## config.mk

```make
export PLATFORM = sky130hd
export DESIGN_NAME = dpram_burst_reader
export DESIGN_NICKNAME = d
export VERILOG_FILES = /design/src/rtl/comefa_pkg.sv /design/src/rtl/dpram_skid_fifo.sv /design/src/rtl/dpram_burst_reader.sv
export SDC_FILE = /design/constraint.sdc
export NUM_CORES = 1
export LEC_CHECK = 0
export BUFFER_PORTS_ARGS = -buffer_cell sky130_fd_sc_hd__buf_2
export CORE_MARGIN = 1.5
export CORE_UTILIZATION = 50
export DETAILED_ROUTE_END_ITERATION = 8
export GPL_TIMING_DRIVEN = 0
export PLACE_DENSITY_LB_ADDON = 0.3
export SKIP_CTS_REPAIR_TIMING = 1
export SYNTH_ARGS = -nofsm -noshare
export SYNTH_HDL_FRONTEND = slang
export SYNTH_HIERARCHICAL = 1
export SYNTH_SLANG_ARGS = --single-unit
```

## constraint.sdc

```tcl
create_clock -name clk -period 2.2 [get_ports clk]
set_input_delay 0.44 -clock clk [delete_from_list [all_inputs] [get_ports clk]]
set_output_delay 0.44 -clock clk [all_outputs]
set_load 0.05 [all_outputs]
```

## src/rtl/comefa_pkg.sv

```systemverilog
// Shared types and constants for the dual-port RAM burst reader.
// Combinational only: no state or timing of its own.
// Backpressure is not applicable; this file only holds declarations.
package comefa_pkg;

    typedef enum logic [1:0] {
        IDLE  = 2'd0,
        RUN   = 2'd1,
        DRAIN = 2'd2
    } state_t;

    // Output skid buffer depth; the read credit rule is sized against this.
    localparam int SKID_DEPTH = 2;

    // Width of a count that can hold 0..SKID_DEPTH.
    localparam int SKID_CW = $clog2(SKID_DEPTH + 1);

endpackage

```

## src/rtl/dpram_skid_fifo.sv

```systemverilog
// Small skid FIFO holding {last, data} words returned by the RAM.
// Latency: a pushed word is visible at the head on the cycle after the push.
// Backpressure: the head holds until popped; a push into a full FIFO is dropped.
module dpram_skid_fifo
    import comefa_pkg::*;
#(
    parameter int W = 33
)
(
    input  logic               clk,
    input  logic               resetn,
    input  logic               push,
    input  logic [W-1:0]       din,
    input  logic               pop,
    output logic [W-1:0]       dout,
    output logic [SKID_CW-1:0] count
);

    localparam int PW = (SKID_DEPTH > 1) ? $clog2(SKID_DEPTH) : 1;

    logic [W-1:0]  mem [SKID_DEPTH];
    logic [PW-1:0] wr_ptr;
    logic [PW-1:0] rd_ptr;
    logic          do_push;
    logic          do_pop;

    function automatic logic [PW-1:0] ptr_inc(input logic [PW-1:0] p);
        return (p == PW'(SKID_DEPTH - 1)) ? '0 : p + PW'(1);
    endfunction

    // A pop frees a slot in the same cycle, so push into a full FIFO is legal then.
    assign do_pop  = pop && (count != '0);
    assign do_push = push && ((count != SKID_CW'(SKID_DEPTH)) || do_pop);
    assign dout    = mem[rd_ptr];

    // Storage, pointers and occupancy count.
    always_ff @(posedge clk or negedge resetn) begin
        if (!resetn) begin
            for (int i = 0; i < SKID_DEPTH; i++) begin
                mem[i] <= '0;
            end
            wr_ptr <= '0;
            rd_ptr <= '0;
            count  <= '0;
        end else begin
            if (do_push) begin
                mem[wr_ptr] <= din;
                wr_ptr      <= ptr_inc(wr_ptr);
            end
            if (do_pop) begin
                rd_ptr <= ptr_inc(rd_ptr);
            end
            case ({do_push, do_pop})
                2'b10:   count <= count + SKID_CW'(1);
                2'b01:   count <= count - SKID_CW'(1);
                default: count <= count;
            endcase
        end
    end

endmodule

```

## src/rtl/dpram_burst_reader.sv

```systemverilog
// Burst read master: turns (addr, len) commands into sequential RAM reads streamed out.
// Latency: first word valid 2 cycles after the command handshake, then 1 word/cycle.
// Backpressure: out_ready stalls issue through a 2-slot credit so no returned word is lost.
module dpram_burst_reader
    import comefa_pkg::*;
#(
    parameter int AWIDTH    = 10,
    parameter int DWIDTH    = 32,
    parameter int NUM_WORDS = 1024
)
(
    input  logic              clk,
    input  logic              resetn,
    input  logic              cmd_valid,
    output logic              cmd_ready,
    input  logic [AWIDTH-1:0] cmd_addr,
    input  logic [AWIDTH:0]   cmd_len,
    output logic [AWIDTH-1:0] ram_addr,
    output logic              ram_wren,
    input  logic [DWIDTH-1:0] ram_rdata,
    output logic              out_valid,
    input  logic              out_ready,
    output logic [DWIDTH-1:0] out_data,
    output logic              out_last,
    output logic              busy,
    output logic              done
);

    // Longer requests are clipped to the RAM depth.
    localparam logic [AWIDTH:0] MAX_LEN = (AWIDTH + 1)'(NUM_WORDS);

    state_t              state;
    state_t              state_nxt;
    logic [AWIDTH-1:0]   next_addr;
    logic [AWIDTH:0]     remaining;
    logic [AWIDTH:0]     len_clamped;
    logic                rd_pending;
    logic                pend_last;
    logic                issue;
    logic                cmd_take;
    logic                drain_done;
    logic                pop;
    logic [SKID_CW-1:0]  fifo_count;
    logic [DWIDTH:0]     fifo_head;
    logic [SKID_CW:0]    occ;
    logic [SKID_CW:0]    occ_limit;

    assign len_clamped = (cmd_len > MAX_LEN) ? MAX_LEN : cmd_len;

    // Words buffered plus the one in flight must leave room for the in-flight capture;
    // a pop this cycle returns one credit early so the stream sustains 1 word/cycle.
    assign occ       = {1'b0, fifo_count} + {{SKID_CW{1'b0}}, rd_pending};
    assign occ_limit = (SKID_CW + 1)'(SKID_DEPTH) + {{SKID_CW{1'b0}}, pop};

    assign out_valid = (fifo_count != '0);
    assign pop       = out_valid && out_ready;
    assign out_data  = out_valid ? fifo_head[DWIDTH-1:0] : '0;
    assign out_last  = out_valid && fifo_head[DWIDTH];
    assign cmd_ready = (state == IDLE);
    assign busy      = (state != IDLE);
    assign ram_wren  = 1'b0;

    // FSM state register.
    always_ff @(posedge clk or negedge resetn) begin
        if (!resetn) begin
            state <= IDLE;
        end else begin
            state <= state_nxt;
        end
    end

    // Next state, command acceptance, read issue and drain completion.
    always_comb begin
        state_nxt  = state;
        issue      = 1'b0;
        cmd_take   = 1'b0;
        drain_done = 1'b0;
        case (state)
            IDLE: begin
                if (cmd_valid) begin
                    cmd_take = 1'b1;
                    if (len_clamped != '0) begin
                        state_nxt = RUN;
                    end
                end
            end
            RUN: begin
                issue = (remaining != '0) && (occ < occ_limit);
                if (issue && (remaining == (AWIDTH + 1)'(1))) begin
                    state_nxt = DRAIN;
                end
            end
            DRAIN: begin
                // Nothing left in flight and the last buffered word leaves this cycle.
                drain_done = !rd_pending &&
                             ((fifo_count == '0) ||
                              ((fifo_count == SKID_CW'(1)) && pop));
                if (drain_done) begin
                    state_nxt = IDLE;
                end
            end
            default: state_nxt = IDLE;
        endcase
    end

    // Address/length bookkeeping, in-flight tag and the completion pulse.
    always_ff @(posedge clk or negedge resetn) begin
        if (!resetn) begin
            ram_addr   <= '0;
            next_addr  <= '0;
            remaining  <= '0;
            rd_pending <= 1'b0;
            pend_last  <= 1'b0;
            done       <= 1'b0;
        end else begin
            rd_pending <= issue;
            if (issue) begin
                ram_addr  <= next_addr;
                pend_last <= (remaining == (AWIDTH + 1)'(1));
                next_addr <= next_addr + AWIDTH'(1);
                remaining <= remaining - (AWIDTH + 1)'(1);
            end else if (cmd_take) begin
                next_addr <= cmd_addr;
                remaining <= len_clamped;
            end
            done <= (cmd_take && (len_clamped == '0)) || drain_done;
        end
    end

    // The RAM re-reads every cycle, so the word is captured on the edge after issue.
    dpram_skid_fifo #(
        .W (DWIDTH + 1)
    ) u_skid (
        .clk    (clk),
        .resetn (resetn),
        .push   (rd_pending),
        .din    ({pend_last, ram_rdata}),
        .pop    (pop),
        .dout   (fifo_head),
        .count  (fifo_count)
    );

endmodule

```

==> results of run 1 <==
[synthesized netlist by cell type, types with 2 or more instances]
| cell | instances | area [um^2] |
|---|---|---|
| nand2_1 | 22 | 82.6 |
| o32ai_1 | 2 | 17.5 |
| or2_2 | 4 | 25.0 |
| buf_6 | 7 | 78.8 |
| nor4_1 | 5 | 31.3 |
| xnor2_1 | 4 | 35.0 |
| o21ai_0 | 10 | 50.1 |
| nor3_1 | 8 | 40.0 |
| nand2b_1 | 3 | 18.8 |
| a221o_1 | 4 | 40.0 |
| mux2_1 | 7 | 78.8 |
| a21oi_1 | 6 | 30.0 |
| buf_4 | 2 | 15.0 |
| buf_2 | 4 | 20.0 |
| mux2_2 | 101 | 1140 |
| nand3_1 | 8 | 40.0 |
| xor2_1 | 2 | 17.5 |
| clkbuf_1 | 10 | 37.5 |
| and2_1 | 11 | 68.8 |
| ha_1 | 6 | 75.1 |
| nor2_1 | 23 | 86.3 |
| nor3b_4 | 2 | 37.5 |
| a211oi_1 | 8 | 60.1 |
| or3_1 | 3 | 18.8 |
| o211ai_1 | 11 | 82.6 |
| nor2b_1 | 33 | 206 |
| dfrtp_1 | 106 | 2650 |
| inv_1 | 8 | 30.0 |
[state kept, by name (all words and copies together), names as in the netlist]
signal / flops
rd_pending: 1
u_skid/wr_ptr: 1
u_skid/count: 2
pend_last: 1
ram_addr: 10
remaining: 11
done: 1
state: 2
u_skid/rd_ptr: 1
u_skid/mem: 66
next_addr: 10
[logic make-up after synthesis]
group | count (synthesis)
simple gates | 137
mux | 108
flops | 106
compound gates | 54
buf+inv | 32
fa+ha+maj | 6
xor+xnor | 6
other cells | 1
[worst max-delay path, stage by stage, from the launching register on]
cell      delay (ns)
dfrtp_1         0.42
or4_4           0.57
nor4_4          0.24
buf_4           0.18
nand3b_1        0.13
or4b_4          0.51
o21ai_2         0.07
[final timing paths]
path,slack [ns],end,start,cells past startpoint
max,0.03,state[1]$_DFFE_PN0P_,remaining[7]$_DFFE_PN0P_,6
min,0.05,u_skid/mem[3]$_DFFE_PN0P_,resetn,1
max reg2reg,0.03,state[1]$_DFFE_PN0P_,remaining[7]$_DFFE_PN0P_,6
min reg2reg,0.51,u_skid/mem[36]$_DFFE_PN0P_,u_skid/mem[36]$_DFFE_PN0P_,1
max in group asynchronous,1.46,u_skid/count[1]$_DFFE_PN0P_,resetn,2
min in group clk,0.28,next_addr[7]$_DFFE_PN0P_,cmd_addr[7],3
[layer usage]
layer	GRT usage	wire, um	up-vias
li1	-	-	1845
met1	0.275	5130	1921
met2	0.354	5600	126
met3	0.0456	679	18
met4	0.0743	180	0
met5	0	0	-
[area by class of cell]
cell class	count	area, um^2
Buffer	21	186
Clock buffer	9	124
Clock inverter	7	68.8
Fill cell	853	3950
Inverter	9	33.8
Multi-Input combinational cell	312	2560
Sequential cell	106	2660
Tap cell	136	170
Timing Repair Buffer	114	623
[metrics by stage]
stage,worst slack [ns],area (um^2),setup TNS [ns],util
after global routing,-0.0390,6420,-0.0796,0.619
after CTS,-0.441,6280,-16.50,0.606
after floorplan,0.113,5370,0,-
final,0.0261,6420,0,0.619
after global placement,-0.413,6060,-45.29,0.584
after detailed placement,-0.260,6090,-3.12,0.587
==> impl_metrics.toml, run 1 <==
[status]
run_status = "complete, no violations"

[timing]
period_needed_ns = 2.17
worstMarginPinSlew_ns = 0.554
fin_worst_skew_ns = 0.0122
drv_slew = 0
finalHoldViolCount = 0
rsz0062_at_grt = "true"
setup_viol = 0
fin_crit_sh = 0.988
holdWs_ns = 0.0475
slew_headroom = 0.630
max_freq_ghz = 0.460

[finish]
final_net_count = 636
drive_gt1_frac = 0.476
layout_common_cells = "104 x buf_2, 103 x dfrtp_1, 101 x mux2_2"
layout_commonest_cell = "buf_2"
n_antenna_cell = 0
instances_no_fill = 714
area_growth_pct = 19.6

[cts]
cts-htree-levels = 3
cts_buffers = 9
cts-root-buf = "clkbuf_8"
insertion_delay_ns = 0.38
cts_sinks = 106
cts_buffer_depth = 2
tritoncts = "built"
clk_pin_slew_ns = 0.10

[worst_setup_path]
required_ns = 2.51
critPathMaxFanout = 3
crit_path_end_kind = "register"
critPathLaunchType = "register"
crit_type = "reg -> reg"
arrival_ns = 2.48

[floorplanning]
rows = 37
die_h_um = 107
num_io_pins = 105
die_area_um2 = 11400
die_w_um = 107
initial_core_util = 0.518
core_area_um2 = 10400

[drt]
drt_pre_antenna_iters = 4
drtAntennaViolNets = 0
wire_per_inst_um = 16.2
drtIter0Drc = 156
via_per_inst = 5.48
vias = 3910
route.detailed.drc = 0
finalWirelength_um = 11600

[global_routing]
overflow = 0
grt_pass1_wl_um = 19100
antenna_found_initial = 0
first_global_vias = 4017
grt_max_degree = 67
grt.total_usage = 0.213

[synthesis]
synth_top_family_by_area = "multiplexers"
synth_compound_gate_area_share = 0.0729
ys.flop_type = "dfrtp_1"
async_flop_share = 1.00
synth_cell_types = 58
synth-edff-count = 0
yosysWarnings = 6
syn_nets = 513
yosys.area_share.simple = 0.148
synthMuxAreaShare = 0.226
ys_seq_area_frac = 0.494
ys_seq_elements = 106
syn_area_um2 = 5370
syn_area_per_cell_um2 = 11.9
synthCells = 450
synth_fa_ha_area_frac = 0.0140
synth-xor-area-share = 0.00979

[place]
portBuffers = 103
gp_congestion = 0.897
dp_hpwl_um = 8230
place_inst = 690

[hold_path]
hp-class = "in -> async"

[job]
maxCapViolCount = 0
Power of run 1 is left out: the tool's default activity adds up to more than one toggle a clock period on the data nets, which glitch-free logic cannot reach.
==> inputs of run 2 (changes only) <==
--- a/config.mk
+++ b/config.mk
@@ -11,6 +11,7 @@
 export DETAILED_ROUTE_END_ITERATION = 8
 export GPL_TIMING_DRIVEN = 0
 export PLACE_DENSITY_LB_ADDON = 0.3
+export RECOVER_POWER = 25
 export SKIP_CTS_REPAIR_TIMING = 1
 export SYNTH_ARGS = -nofsm -noshare
 export SYNTH_HDL_FRONTEND = slang
==> run 2 against run 1 <==
Compared with the run above:
- final area down 0.35%
- fmax down 0.45%
- first-iteration DRC count up 11%
- highest routed layer unchanged
==> impl_metrics.toml, run 2 (same netlist as run 1, synthesis figures left out) <==
[timing]
max_freq_ghz = 0.458
rsz0062_at_grt = "true"
fin_crit_sh = 0.993
period_needed_ns = 2.18
slew_headroom = 0.321
finalHoldViolCount = 0
drv_slew = 0
fin_worst_skew_ns = 0.0128
worstMarginPinSlew_ns = 1.02
setup_viol = 0

[finish]
drive_gt1_frac = 0.476
top_register = "u_skid/mem"
area_growth_pct = 19.2
reg_top3 = "u_skid/mem: 66 flops, remaining: 11 flops"
final_net_count = 636
n_antenna_cell = 0
layout_commonest_cell = "buf_2"
layout_common_cells = "104 x buf_2, 103 x dfrtp_1, 101 x mux2_2"
largest_register_ffs = 66
instances_no_fill = 714

[worst_setup_path]
crit_path_cell_trace = "or4_4, nor4_4, buf_4, nand3b_1, or4b_4, o21ai_2"
path_delay_family = "simple AND/OR/NAND/NOR gates"
cp_num_buf_inv = 1
crit_path_top_delay_cell = "or4_4"
crit_path_end_kind = "register"
arrival_ns = 2.49
required_ns = 2.51
critPathMaxStageDelay_ns = 0.57
critPathLaunchType = "register"
crit_type = "reg -> reg"
critPathMaxFanout = 3

[cts]
cts_buffers = 9
cts-root-buf = "clkbuf_8"
cts_buffer_depth = 2
clk_pin_slew_ns = 0.10
tritoncts = "built"
insertion_delay_ns = 0.38
cts_sinks = 106
cts-htree-levels = 3

[global_routing]
grt_pass1_wl_um = 19100
grt.total_usage = 0.213
antenna_found_initial = 0
overflow = 0
first_global_vias = 4017
grt_max_degree = 67

[floorplanning]
die_w_um = 107
initial_core_util = 0.518
die_h_um = 107
core_area_um2 = 10400
num_io_pins = 105
rows = 37
die_area_um2 = 11400

[drt]
drt_pre_antenna_iters = 4
drtIter0Drc = 173
route.detailed.drc = 0
vias = 3956
finalWirelength_um = 11600
wire_per_inst_um = 16.3
drtAntennaViolNets = 0
via_per_inst = 5.54

[job]
maxCapViolCount = 0

[status]
run_status = "complete, no violations"

[place]
dp_hpwl_um = 8230
place_inst = 690
portBuffers = 103
gp_congestion = 0.897

[hold_path]
hp-class = "in -> async"
run 2: cell count changes in the layout (fill, tap and decap cells not counted):
cell / previous run / this run
clkbuf_4: 3 / 4
clkbuf_2: 2 / 3
buf_4: 12 / 11
buf_16: 1 / 0
run 2: area by class of cell:
cell class                      instances  area [um^2]
Buffer                                 21          186
Clock buffer                            9          124
Clock inverter                          7         68.8
Fill cell                             855         3970
Inverter                                9         33.8
Multi-Input combinational cell        312         2560
Sequential cell                       106         2660
Tap cell                              136          170
Timing Repair Buffer                  114          601
run 2: per-layer routing:
| layer | vias to the layer above | GRT usage | part of all wire |
|---|---|---|---|
| met5 | - | 0 | 0 |
| met4 | 0 | 0.0743 | 0.016 |
| met3 | 18 | 0.0456 | 0.060 |
| met2 | 142 | 0.354 | 0.49 |
| met1 | 1943 | 0.275 | 0.44 |
| li1 | 1853 | - | - |
run 2: worst paths after layout:
kind                                                  from                     endpoint  slack (ns)  cells past startpoint
worst max-delay path              remaining[7]$_DFFE_PN0P_         state[1]$_DFFE_PN0P_        0.02                      6
worst min-delay path                                resetn    u_skid/mem[3]$_DFFE_PN0P_        0.23                      1
worst max register to register    remaining[7]$_DFFE_PN0P_         state[1]$_DFFE_PN0P_        0.02                      6
worst min register to register  u_skid/mem[36]$_DFFE_PN0P_   u_skid/mem[36]$_DFFE_PN0P_        0.51                      1
max in group asynchronous                           resetn  u_skid/count[0]$_DFFE_PN0P_        0.45                      2
min in group clk                               cmd_addr[7]     next_addr[7]$_DFFE_PN0P_        0.28                      3
run 2: through the flow:
stage               cell area, um^2  utilization  setup slack (ns)  hold WS, ns  setup TNS, ns
floorplan                      5370            -             0.113        0.144              0
global placement               6060        0.584            -0.413        0.463         -45.29
detailed placement             6090        0.587            -0.260        0.463          -3.12
CTS                            6280        0.606            -0.441       0.0439         -16.50
global route                   6400        0.617           -0.0390        0.274        -0.0796
finish                         6400        0.617            0.0162        0.225              0
run 2: worst reg2reg max path, cell delays in order, from the launching register on:
cell	delay, ns
dfrtp_1	0.42
or4_4	0.57
nor4_4	0.24
buf_4	0.18
nand3b_1	0.13
or4b_4	0.51
o21ai_2	0.07
Power of run 2 is left out for the same reason.
